[src/rtl/rpsc_pkg.sv]
// Shared channel count, channel-vector type and debounce FSM states for the
// card-11 input conditioning stage.
package rpsc_pkg;

  localparam int RPSC_NUM_FF_CH = 7;

  typedef logic [RPSC_NUM_FF_CH-1:0] rpsc_ch_vec_t;

  typedef enum logic {
    DB_STABLE,
    DB_PENDING
  } rpsc_db_state_t;

endpackage

[src/rtl/rpsc_debounce_ch.sv]
// One contact channel: 2-flop synchroniser, debounce FSM with run counter,
// saturating abort counter and sticky chatter flag.
module rpsc_debounce_ch
  import rpsc_pkg::*;
#(
  parameter int DEBOUNCE_CYC = 16,
  parameter int CHATTER_MAX  = 4
) (
  input  logic clk,
  input  logic reset,
  input  logic raw_in,
  input  logic clr_chatter,
  output logic clean_out,
  output logic change_stb,
  output logic chatter
);

  localparam int CW = $clog2(DEBOUNCE_CYC + 1);
  localparam int AW = $clog2(CHATTER_MAX + 1);
  localparam logic [CW-1:0] CNT_LAST  = CW'(DEBOUNCE_CYC - 1);
  localparam logic [AW-1:0] ABORT_MAX = AW'(CHATTER_MAX);

  logic           sync1_q, sync1_d;
  logic           sync2_q, sync2_d;
  rpsc_db_state_t state_q, state_d;
  logic [CW-1:0]  cnt_q, cnt_d;
  logic [AW-1:0]  abort_q, abort_d;
  logic           clean_q, clean_d;
  logic           stb_q, stb_d;
  logic           chatter_q, chatter_d;
  logic           abort_evt;

  always_comb begin
    sync1_d   = raw_in;
    sync2_d   = sync1_q;
    state_d   = state_q;
    cnt_d     = cnt_q;
    abort_d   = abort_q;
    clean_d   = clean_q;
    stb_d     = 1'b0;
    abort_evt = 1'b0;

    case (state_q)
      DB_STABLE: begin
        if (sync2_q != clean_q) begin
          state_d = DB_PENDING;
          cnt_d   = CW'(1);
        end
      end
      DB_PENDING: begin
        if (sync2_q != clean_q) begin
          // The sample that would bring cnt to DEBOUNCE_CYC commits the change.
          if (cnt_q == CNT_LAST) begin
            clean_d = sync2_q;
            stb_d   = 1'b1;
            cnt_d   = '0;
            abort_d = '0;
            state_d = DB_STABLE;
          end else begin
            cnt_d = cnt_q + CW'(1);
          end
        end else begin
          abort_evt = 1'b1;
          cnt_d     = '0;
          state_d   = DB_STABLE;
          if (abort_q != ABORT_MAX) abort_d = abort_q + AW'(1);
        end
      end
      default: state_d = DB_STABLE;
    endcase

    // Any abort at the saturated count re-arms the flag, overriding a clear.
    chatter_d = (abort_evt && (abort_d == ABORT_MAX)) || (chatter_q && !clr_chatter);
  end

  always_ff @(posedge clk) begin
    if (reset) begin
      sync1_q   <= 1'b0;
      sync2_q   <= 1'b0;
      state_q   <= DB_STABLE;
      cnt_q     <= '0;
      abort_q   <= '0;
      clean_q   <= 1'b0;
      stb_q     <= 1'b0;
      chatter_q <= 1'b0;
    end else begin
      sync1_q   <= sync1_d;
      sync2_q   <= sync2_d;
      state_q   <= state_d;
      cnt_q     <= cnt_d;
      abort_q   <= abort_d;
      clean_q   <= clean_d;
      stb_q     <= stb_d;
      chatter_q <= chatter_d;
    end
  end

  assign clean_out  = clean_q;
  assign change_stb = stb_q;
  assign chatter    = chatter_q;

endmodule

[src/rtl/rpsc_input_debounce.sv]
// Per-channel sync/debounce array feeding FF33..FF39_IN, with chatter flags.
// Optional test injection mux on clean_out when RPSC_TEST_INJECT_EN is defined.
module rpsc_input_debounce #(
  parameter int NUM_CH       = rpsc_pkg::RPSC_NUM_FF_CH,
  parameter int DEBOUNCE_CYC = 16,
  parameter int CHATTER_MAX  = 4
) (
  input  logic              clk,
  input  logic              reset,
  input  logic [NUM_CH-1:0] raw_in,
  input  logic              clr_chatter,
`ifdef RPSC_TEST_INJECT_EN
  input  logic              test_en,
  input  logic [NUM_CH-1:0] test_val,
`endif
  output logic [NUM_CH-1:0] clean_out,
  output logic [NUM_CH-1:0] change_stb,
  output logic [NUM_CH-1:0] chatter
);

  logic [NUM_CH-1:0] fsm_clean;
  logic [NUM_CH-1:0] fsm_stb;
  logic [NUM_CH-1:0] fsm_chatter;

  for (genvar i = 0; i < NUM_CH; i++) begin : g_ch
    rpsc_debounce_ch #(
      .DEBOUNCE_CYC (DEBOUNCE_CYC),
      .CHATTER_MAX  (CHATTER_MAX)
    ) u_ch (
      .clk         (clk),
      .reset       (reset),
      .raw_in      (raw_in[i]),
      .clr_chatter (clr_chatter),
      .clean_out   (fsm_clean[i]),
      .change_stb  (fsm_stb[i]),
      .chatter     (fsm_chatter[i])
    );
  end

  always_comb begin
    clean_out  = fsm_clean;
    change_stb = fsm_stb;
    chatter    = fsm_chatter;
`ifdef RPSC_TEST_INJECT_EN
    // Injection only masks the outputs; the FSMs keep tracking raw_in underneath.
    if (test_en) begin
      clean_out  = test_val;
      change_stb = '0;
      chatter    = '0;
    end
`endif
  end

endmodule

[config.mk]
export PLATFORM = sky130hd
export DESIGN_NAME = rpsc_input_debounce
export DESIGN_NICKNAME = d
export VERILOG_FILES = /design/src/rtl/rpsc_pkg.sv /design/src/rtl/rpsc_debounce_ch.sv /design/src/rtl/rpsc_input_debounce.sv
export SDC_FILE = /design/constraint.sdc
export NUM_CORES = 1
export LEC_CHECK = 0
export ABC_AREA = 1
export CAP_MARGIN = 10
export CORE_ASPECT_RATIO = 0.7
export CORE_MARGIN = 1.5
export CORE_UTILIZATION = 59
export CTS_CLUSTER_DIAMETER = 30
export CTS_CLUSTER_SIZE = 10
export DETAILED_ROUTE_END_ITERATION = 10
export PLACE_DENSITY = 0.81
export SETUP_SLACK_MARGIN = 0.02
export SYNTH_ARGS = -nofsm -noshare
export SYNTH_HDL_FRONTEND = slang
export SYNTH_HIERARCHICAL = 1
export SYNTH_SLANG_ARGS = --single-unit
[constraint.sdc]
create_clock -name clk -period 3.15 [get_ports clk]
set_clock_uncertainty 0.15 [all_clocks]
set_input_delay 0.63 -clock clk [delete_from_list [all_inputs] [get_ports clk]]
set_output_delay 0.63 -clock clk [all_outputs]
set_load 0.05 [all_outputs]
Yosys cells after proc, flatten, opt, wreduce, memory -nomap -nowiden
Index checks and enable logic that the tools add are counted.
Word-level totals
  input port bits: 10
  memories: 0
  bits in writable memories: 0
  word-level logic and storage cells: 260
  output and inout bits: 21
  bits in read-only memories: 0
  flip-flop bits (word level): 98
  bits in latches: 0
Operators by class
  divide/modulo/power cells: 0
  magnitude comparators: 0
  shifts and indexed selects: 0
  equal/unequal tests: 35
  multiplexer cells: 105
  $add $sub $neg: 14
  multiply operators: 0
  bitwise operators: 14
  reductions and logical operators: 36
Operators with widths (count)
  $mux 5: 21
  $mux 3: 28
  $pmux 5 s2: 7
  $mux 1: 42
  $add 5x1->5 const B: 7
  $eq 5x4->1 const B: 7
  $add 3x1->3 const B: 7
  $eq 3x3->1 const B: 7
  $ne 3x3->1 const B: 7
  $reduce_and 3->1: 7
  $reduce_or 3->1: 7
  $logic_and 1x1->1: 14
  $ne 2x1->1 const B: 7
  $not 1->1: 14
  $pmux 1 s2: 7
  $logic_or 1x1->1: 7
  $ne 1x1->1: 7
  $logic_not 1->1: 1

Logic depth before layout (Yosys ltp)
Gate-level depths: netlist of run 1.
  word-level depth: 7
  depth in mapped cells: 11
  gate-level depth less buffers: 11

Hierarchy
Netlist of run 1, hierarchy kept.
Modules (own cells, without submodules)
  rpsc_debounce_ch: instances 7, area an instance 700.7 µm², sequential area each 280.3 µm², cells each 94

Worst setup path after synthesis of run 1
OpenSTA, ideal clock, no wires.
  path type: flip-flop to flip-flop
  start point: reg g_ch[0].u_ch.clean_q
  end point: reg g_ch[0].u_ch.chatter_q
  period minus slack after synthesis: 1.588 ns
  path slack: 1.562 ns
  arrival time: 1.370 ns
  cell stages (with the launch flop): 9
  data required time: 2.932 ns
  buffers on the path: 0
  path through: dfxtp_1 -> inv_1 -> nand2_2 -> nand2_4 -> nor2_8 -> nand2_4 -> nand3_2 -> nand2_2 -> o21bai_2
Between the ends
  cells in the longest elaborated chain, start to end: 6
  elaborated cells between the ends (all ways): 8
RTL lines
  start: declaration: line rpsc_debounce_ch.sv:28  | logic clean_q, clean_d;
  start signal: assignment: line rpsc_debounce_ch.sv:92  | clean_q <= clean_d;
  $ne 1x1->1 *: line rpsc_debounce_ch.sv:51  | if (sync2_q != clean_q) begin
  $mux 3: line rpsc_debounce_ch.sv:51
  $mux 3: line rpsc_debounce_ch.sv:43  | case (state_q)
  $eq 3x3->1: line rpsc_debounce_ch.sv:73  | chatter_d = (abort_evt && (abort_d == ABORT_MAX)) || (chatter_q && !clr_chatter);
  $logic_and 1x1->1 *: line rpsc_debounce_ch.sv:73
  $logic_or 1x1->1 *: line rpsc_debounce_ch.sv:73
  end signal: assignment: line rpsc_debounce_ch.sv:94  | chatter_q <= chatter_d;
  end: declaration: line rpsc_debounce_ch.sv:30  | logic chatter_q, chatter_d;
Every way passes the cells marked *; elsewhere a longest branch is shown, timed or not.
A chain may end at the register's enable or synchronous reset.

Worst setup path in the final report of run 1
  start point: reg g_ch[5].u_ch.clean_q
  end point: out clean_out[5]
RTL lines
  start: declaration: line rpsc_debounce_ch.sv:28
  start signal: assignment: line rpsc_debounce_ch.sv:92
  end: declaration: line rpsc_input_debounce.sv:16  | output logic [NUM_CH-1:0] clean_out,
No word-level cell between the ends.

==> results.md, run 1 <==
- Via/cell ratio: 5.20
- Worst r2r src: g_ch[0].u_ch/cnt_q[0]
- Post-cts gate resize count: 0
- Post-synth top area cell: dfxtp_1
- CORE AREA: 0.00797 mm2
- Post-synth ARST share: 0%
- Max Freq: 430 MHz
- CP Capture Type: output pin
- Pwr/cell area: 475 mW/mm2
- Sequential element share of the synthesized area: 40.0%
- WL final: 9720 um
- DRT antenna net count: 0
- Fin crit share: 73.7%
- Worst EP arrival: 1540 ps
- Slowest CP cell: clkdlybuf4s50_1
- Reg2reg path depth: 6
- I/O Buffers: 30
- Reg area: 0.00196 mm2
- #FFs+latches synth: 98
- Initial antenna violation count: 0
- Post-Syn Nets: 689
- Synth top cells by count: 175 x nand2_1, 98 x dfxtp_1, 91 x inv_1
- Inserted Clock Buffers: 9
- Layout cell share with drive strength beyond 1: 10.8%
- Wire length per cell: 12.2 um
- EDFF count, synth: 0
- Detail Placement HPWL: 6970 um
- Htree depth: 3
- Fillers: 623
- Slew Viols, Final: 0
- Post-synthesis cell type count: 21
- Startpoint Class: flop
- Synth top area cells: dfxtp_1 40%, nand2_1 13%, inv_1 7.0%
- CP delay by family, top: buffers and inverters
- Initial DRC count: 226
- CP max FO: 4
- RSZ-0062 raised after global routing: false
- Setup TNS Final: 0 ps
- Worst-Margin Slew: 573 ps
- Slew HR: 61.8%
- Ordered cell list for the critical path: clkdlybuf4s50_1
- VDD IR max: 0.355 mV
- Die height: 79.3 um
- First-pass GRT wire length: 17100 um
- Reg clk slew, reported paths: 70 ps
- Multi-input gate area: 0.00250 mm2
- Reg2reg setup slack: 1530 ps
- Vias in the first global route: 4061
- Leakage: 2.65 nW
- Gr usage total: 23.9%
- Die extent in x: 112 um
- Status: complete, but fails checks
- Critical Path RT: 2370 ps
- CP Depth: 1
- CP max stage delay: 820 ps
- Diode count: 0
- Sink Count: 98
- Yosys top cell area share: 40.0%
- HP Start: g_ch[1].u_ch/sync1_q
- Min-delay worst type: reg -> reg
- Routed vias: 4129
- Synthesized area per cell: 7.45 um2
- Final nets: 719
- IO Count: 31
- # rows: 27
- Buf+Inv Stages, Crit Path: 1
- Largest net degree at the start of global routing: 34
- Total grt overflow: 0
- Number of max-cap violations: 0
- Final setup vio count: 0
- Failing checks: design-rule violations
- DR DRC count: 6
- DIE AREA: 0.00888 mm2
- Drt first pass iters: 7
- # hold bufs at CTS: 0
- TritonCTS clock tree: yes
- Syn Inst Count: 658
- CTS Root Cell: clkbuf_16
- CTS max path bufs: 2
- Initial Util: 61.5%
- Number of synthesis warnings: 6
- Final hold violation count: 0
- Mapped Area: 0.00490 mm2
- Crit Path Class: reg -> out
- Crit path from: g_ch[5].u_ch/clean_out
- Most frequent cell after synthesis: nand2_1
- Area grow syn2layout: 14.9%
- Post-CTS setup buffers: 0
- Clk_lat worst skew: 340 ps
- Routability-driven placement congestion ratio: 0.837
- FF-to-FF End: g_ch[0].u_ch/clean_out
- Hold_ws: 254 ps
- Setup crit end: clean_out[5]
- Final min period: 2320 ps
- Dominant synthesized flop cell: dfxtp_1
[placed cells by master (no fill, tap or decap), drive strengths merged]
cell type / instances
a21oi: 42
buf: 4
bufinv: 3
clkbuf: 12
clkdlybuf4s50: 29
clkinvlp: 1
dfxtp: 98
ha: 21
inv: 98
nand2: 203
nand3: 49
nand3b: 7
nand4: 14
nor2: 49
nor3: 21
nor3b: 7
o21ai: 21
o21bai: 7
xor2: 7
[routing by layer]
metal / GRT usage, % / wire length, um / up-vias
li1: - / - / 2150
met4: 7.47 / 141 / 0
met5: 0 / 0 / -
met1: 27.0 / 4410 / 1878
met2: 43.9 / 4790 / 83
met3: 7.02 / 381 / 18
[worst min path at each step]
stage / endpoint / slack [ps] / cells past startpoint
after floorplan: g_ch[0].u_ch/sync2_q / 240 / 2
after global placement: g_ch[4].u_ch/sync2_q / 240 / 2
after detailed placement: g_ch[6].u_ch/sync2_q / 250 / 2
after CTS: g_ch[1].u_ch/sync2_q / 260 / 2
after global routing: g_ch[1].u_ch/sync2_q / 290 / 2
final: g_ch[1].u_ch/sync2_q / 250 / 2
[area by class of cell]
cell class | instances | share of cell area, %
clock buffers | 12 | 4.55
clock inverters | 4 | 1.73
inverters | 98 | 6.53
multi-input cells | 448 | 44.3
flip-flops and latches | 98 | 34.8
well taps | 101 | 2.24
repair buffers | 33 | 5.86
[sequential cells by signal (all words and copies together), names as in the netlist]
name / flops
g_ch.u_ch/sync2_q: 7
g_ch.u_ch/clean_out: 7
g_ch.u_ch/sync1_q: 7
g_ch.u_ch/cnt_q: 35
g_ch.u_ch/change_stb: 7
g_ch.u_ch/chatter: 7
g_ch.u_ch/state_q: 7
g_ch.u_ch/abort_q: 21
[metrics by stage]
step	util [%]	setup WS [ps]	cells	power, mW	area, um2
floorplan	-	1560	658	1.39	4900
global placement	66.3	1210	778	1.42	5280
detailed placement	66.3	1200	778	1.43	5280
CTS	70.7	810	794	2.70	5640
global route	70.7	765	794	2.77	5640
finish	70.7	827	794	2.68	5640
[report_power, final]
| part | internal [mW] | switching [mW] | total (mW) | leakage [nW] |
|---|---|---|---|---|
| sequential | 1.26 | 0.0193 | 1.28 | 0.794 |
| clock | 0.819 | 0.454 | 1.27 | 0.169 |
| combinational | 0.0432 | 0.0828 | 0.126 | 1.69 |
| total | 2.12 | 0.556 | 2.68 | 2.65 |
[logic make-up (layout without fill, tap and decap cells)]
logic type	Yosys count	count (layout)	share of synthesized area, %
AO/OA/AOI/OAI	70	70	8.04
XOR/XNOR	7	7	1.25
adder cells (fa/ha/maj)	21	21	5.36
buffers and inverters	112	147	9.11
flip-flops	98	98	40.0
AND/OR/NAND/NOR	350	350	36.2
No activity file was read; power rests on OpenSTA's default activity.
==> run 2: changes to the inputs <==
==> constraint.sdc (replaced) <==
create_clock -name clk -period 2.25 [get_ports clk]
set_clock_uncertainty 0.15 [all_clocks]
set_input_delay 0.45 -clock clk [delete_from_list [all_inputs] [get_ports clk]]
set_output_delay 0.45 -clock clk [all_outputs]
set_load 0.05 [all_outputs]
==> run 2 against run 1 <==
The flow still finishes with violations (design-rule violations). Cell area barely moved. Setup slack lost 720 ps. Combinational power is 44% higher. Via count increased by 0.22%. First-iteration DRC count increased by 15%. Critical path depth did not move. Die area is the same. Register-to-register slack got worse by 860 ps. Sequential cell count did not move. Critical endpoint is now clean_out[6]. Largest cell class unchanged. Highest routed layer unchanged.
==> results.md, run 2 (synthesis gave the netlist of run 1 again) <==
- Sink Count: 98
- Number of max-cap violations: 0
- Most flop-heavy register: g_ch.u_ch/cnt_q
- Final min period: 2150 ps
- DR DRC count: 3
- Total power: 3.70 mW
- CP max stage delay: 830 ps
- Inserted Clock Buffers: 9
- Final hold violation count: 0
- CP Capture Type: output pin
- Htree depth: 3
- WL final: 9650 um
- CORE AREA: 0.00797 mm2
- Wire length per cell: 12.1 um
- # rows: 27
- Initial antenna violation count: 0
- CP max FO: 4
- IO Count: 31
- Reg clk slew, reported paths: 70 ps
- Min-delay worst type: reg -> reg
- Ordered cell list for the critical path: clkdlybuf4s50_1
- Final setup vio count: 0
- Die height: 79.3 um
- Drt first pass iters: 8
- Hold_ws: 253 ps
- Hold Crit Depth: 2
- Total grt overflow: 0
- Gate power share: 4.9%
- GR Layer Usage met2: 42.8%
- Critical Path RT: 1650 ps
- Worst-Margin Slew: 505 ps
- Int Pwr: 2.91 mW
- Commonest cells after routing, fill and taps aside: 175 x nand2_1, 98 x dfxtp_1, 91 x inv_1
- Worst setup margin: 103 ps
- Initial DRC count: 260
- Via/cell ratio: 5.21
- I/O Buffers: 30
- CTS Root Cell: clkbuf_16
- Power share of the sequential group: 48.3%
- DIE AREA: 0.00888 mm2
- Post-CTS setup buffers: 0
- Worst r2r src: g_ch[0].u_ch/cnt_q[0]
- Fin util: 70.7%
- Clk_lat worst skew: 350 ps
- Startpoint Class: flop
- Final nets: 720
- TritonCTS clock tree: yes
- Layout cell share with drive strength beyond 1: 10.8%
- Buf+Inv Stages, Crit Path: 1
- Gr usage total: 23.8%
- DRT antenna net count: 0
- Area grow syn2layout: 14.9%
- Min-Delay Endpoint: g_ch[1].u_ch/sync2_q
- Largest net degree at the start of global routing: 33
- First-pass GRT wire length: 17000 um
- M3 GR Usage: 7.48%
- Crit Path Class: reg -> out
- Global route hottest layer: met2
- Pwr/cell area: 657 mW/mm2
- VDD IR max: 0.471 mV
- HP Start: g_ch[1].u_ch/sync1_q
- Worst EP arrival: 1550 ps
- Slew HR: 66.2%
- Pre-CTS setup slack: 423 ps
- Vias in the first global route: 3948
- Routed vias: 4138
- Diode count: 0
- CP delay by family, top: buffers and inverters
- FF-to-FF End: g_ch[0].u_ch/clean_out
- Commonest non-fill, non-tap cell in the layout: nand2_1
- Setup TNS Final: 0 ps
- Post-cts gate resize count: 0
- Detail Placement HPWL: 6900 um
- # hold bufs at CTS: 0
- Flip-flop count of the largest register after layout: 35
- Die extent in x: 112 um
- Slew Viols, Final: 0
- Met1 global-route usage: 27.4%
- Largest registers: g_ch.u_ch/cnt_q: 35 flops, g_ch.u_ch/abort_q: 21 flops
- Reg2reg setup slack: 670 ps
- Fin crit share: 95.4%
- P_sw: 793 uW
- RSZ-0062 raised after global routing: false
- CTS max path bufs: 2
- Initial Util: 61.5%
- Routability-driven placement congestion ratio: 0.800
- Slowest CP cell: clkdlybuf4s50_1
- Max Freq: 466 MHz
- Leakage: 2.65 nW
- Status: complete, but fails checks
- Sw Share: 21.4%
- Clk pwr share: 46.8%
- Reg2reg path depth: 6
- Failing checks: design-rule violations
==> run 2: worst max path at each step <==
stage	endpoint	slack [ps]	startpoint	cells past startpoint
floorplan	g_ch[0].u_ch/chatter	660	g_ch[0].u_ch/clean_out	8
CTS	clean_out[6]	90	g_ch[6].u_ch/clean_out	1
detailed placement	g_ch[0].u_ch/chatter	420	clr_chatter	3
global placement	g_ch[4].u_ch/chatter	470	clr_chatter	3
global route	clean_out[3]	40	g_ch[3].u_ch/clean_out	1
finish	clean_out[6]	100	g_ch[6].u_ch/clean_out	1
==> run 2: routing by layer <==
layer,wire [um],vias to the layer above
li1,-,2150
met1,4420,1900
met2,4710,78
met3,412,10
met4,106,0
met5,0,-
==> run 2: metrics by stage <==
step                      std cells  cell area, um2
after floorplan                 658            4900
after global placement          779            5300
after detailed placement        779            5300
after CTS                       795            5640
after global routing            795            5640
final                           795            5640
==> run 2: area by class of cell <==
class	count	area [um2]
clock buffer	11	233
clock inverter	5	103
fill	635	2330
inverter	98	368
multi-input combinational	448	2500
sequential	98	1960
tap	101	126
timing repair buffer	34	350
==> run 2: power by group through the flow <==
stage	Combinational, mW	Clock, mW	Sequential (mW)
floorplan	0.130	0	1.81
global placement	0.173	0	1.82
detailed placement	0.180	0	1.83
CTS	0.182	1.77	1.79
global route	0.205	1.83	1.79
finish	0.182	1.73	1.79
==> edit (settings of run 1) <==
Make the reset (`reset`) asynchronous in one clocked block.
--- a/src/rtl/rpsc_debounce_ch.sv
+++ b/src/rtl/rpsc_debounce_ch.sv
@@ -73,7 +73,7 @@
     chatter_d = (abort_evt && (abort_d == ABORT_MAX)) || (chatter_q && !clr_chatter);
   end
 
-  always_ff @(posedge clk) begin
+  always_ff @(posedge clk or posedge reset) begin
     if (reset) begin
       sync1_q   <= 1'b0;
       sync2_q   <= 1'b0;
Formal check against the unedited RTL: same outputs for any inputs over 10 cycles, from zero or initial values and one cycle with reset high; that may be too few to reach the edited logic, so the function may still have changed.
==> edit against run 1 <==
Routed wire length fell by 5.9%. Synthesized area rose by 2.5%. Worst setup slack got worse by 80 ps. Via count fell by 13%. Highest routed layer unchanged. Design area rose by 2.7%. Critical path type unchanged. Sequential cell count did not move. Core utilization rose by 1.0 points. Final cell count fell by 13%. Register-to-register slack improved by 40 ps.
Power is not compared: it rests on default switching activity, and its combinational part moved more than twofold at a synthesized area within 25%.
==> edit: results <==
metrics = {
    "clock_network": {
        "clk_latency_ps": 350,
        "root_buffer": "clkbuf_16",
    },
    "global_routing": {
        "grt_max_degree": 17,
        "grt_use_total": 0.222,
        "first_global_vias": 3541,
        "grt_pass1_wl_um": 15800,
    },
    "layout": {
        "fillCellCount": 590,
        "largest_reg_flops": 35,
        "drive_above_1_share": 0.198,
        "final_cells": 691,
        "final_nets": 616,
        "n_antenna_cell": 0,
    },
    "detailed_routing": {
        "via_per_inst": 5.21,
        "wl_per_cell_um": 13.2,
        "first_pass_iters": 5,
        "drtIter0Drc": 157,
    },
    "critical_path": {
        "cp_max_fo": 5,
        "crit_path_max_incr_delay_ps": 840,
        "arrival_ps": 1620,
        "r2r_start": "g_ch[5].u_ch/cnt_q[0]",
        "crit_path_start": "g_ch[0].u_ch/clean_out",
        "cp_top_family": "buffers and inverters",
    },
    "place": {
        "dpl-instance-area_sq_um": 5450,
        "place_ws_ps": 1120,
        "dp.cells": 675,
        "routabilityCongestion": 0.853,
        "dp_hpwl_um": 6670,
    },
    "logic_synthesis": {
        "syn-instance-count": 545,
        "synth_cell_types": 24,
        "yosysSeqAreaShare": 0.488,
        "syn-num-nets": 576,
        "synthTopCellsByArea": "dfrtp_1, nand2_1, inv_1",
        "async_reset_ff_frac": 1.00,
        "ys_top_cells_by_count": "nand2_1, dfrtp_1, inv_1",
        "synth_ff_type": "dfrtp_1",
    },
    "worst_hold_path": {
        "min_from": "g_ch[0].u_ch/sync1_q",
    },
    "run_status": {
        "status": "finished clean",
    },
    "power": {
        "p_switching_mw": 1.25,
        "p_leak_nw": 3.05,
    },
    "sta": {
        "slew_headroom": 0.633,
    },
}
-- edit: path summary, 6_finish.rpt --
path	cells past startpoint	slack (ps)	end
max reg2reg	7	1570	g_ch[5].u_ch/chatter
min in group asynchronous	2	700	g_ch[0].u_ch/abort_q[2]
max	1	750	clean_out[0]
max in group asynchronous	2	1760	g_ch[3].u_ch/abort_q[2]
min reg2reg	0	200	g_ch[0].u_ch/sync2_q
min	0	200	g_ch[0].u_ch/sync2_q
-- edit: layer usage --
metal,part of all wire,GRT usage
met2,0.47,0.366
met4,0.0095,0.0713
met3,0.032,0.0551
met1,0.49,0.292
met5,0,0
-- edit: layout make-up --
cell class                 count  area [sq um]  area share
timing repair buffer          30           300      0.0519
sequential                    98          2450       0.424
multi-input combinational    351          2210       0.382
tap                          101           126      0.0218
clock inverter                 6           113      0.0195
clock buffer                  10           229      0.0396
inverter                      95           357      0.0616
-- edit: cells by family (layout without fill, tap and decap cells) --
| logic type | Yosys count | count (layout) | share of synthesized area |
|---|---|---|---|
| AO/OA/AOI/OAI | 66 | 66 | 0.0754 |
| XOR/XNOR | 20 | 20 | 0.0349 |
| adder cells (fa/ha/maj) | 21 | 21 | 0.0523 |
| buffers and inverters | 96 | 141 | 0.0719 |
| flip-flops | 98 | 98 | 0.488 |
| AND/OR/NAND/NOR | 244 | 244 | 0.278 |
-- edit: power by group through the flow --
stage                     logic [mW]  clock network, mW  registers [mW]
after floorplan                0.717                  0            1.68
after global placement         0.928                  0            1.64
after detailed placement       0.979                  0            1.65
final                          0.988               1.25            1.64
after global routing            1.14               1.32            1.66
after CTS                      0.994               1.27            1.63
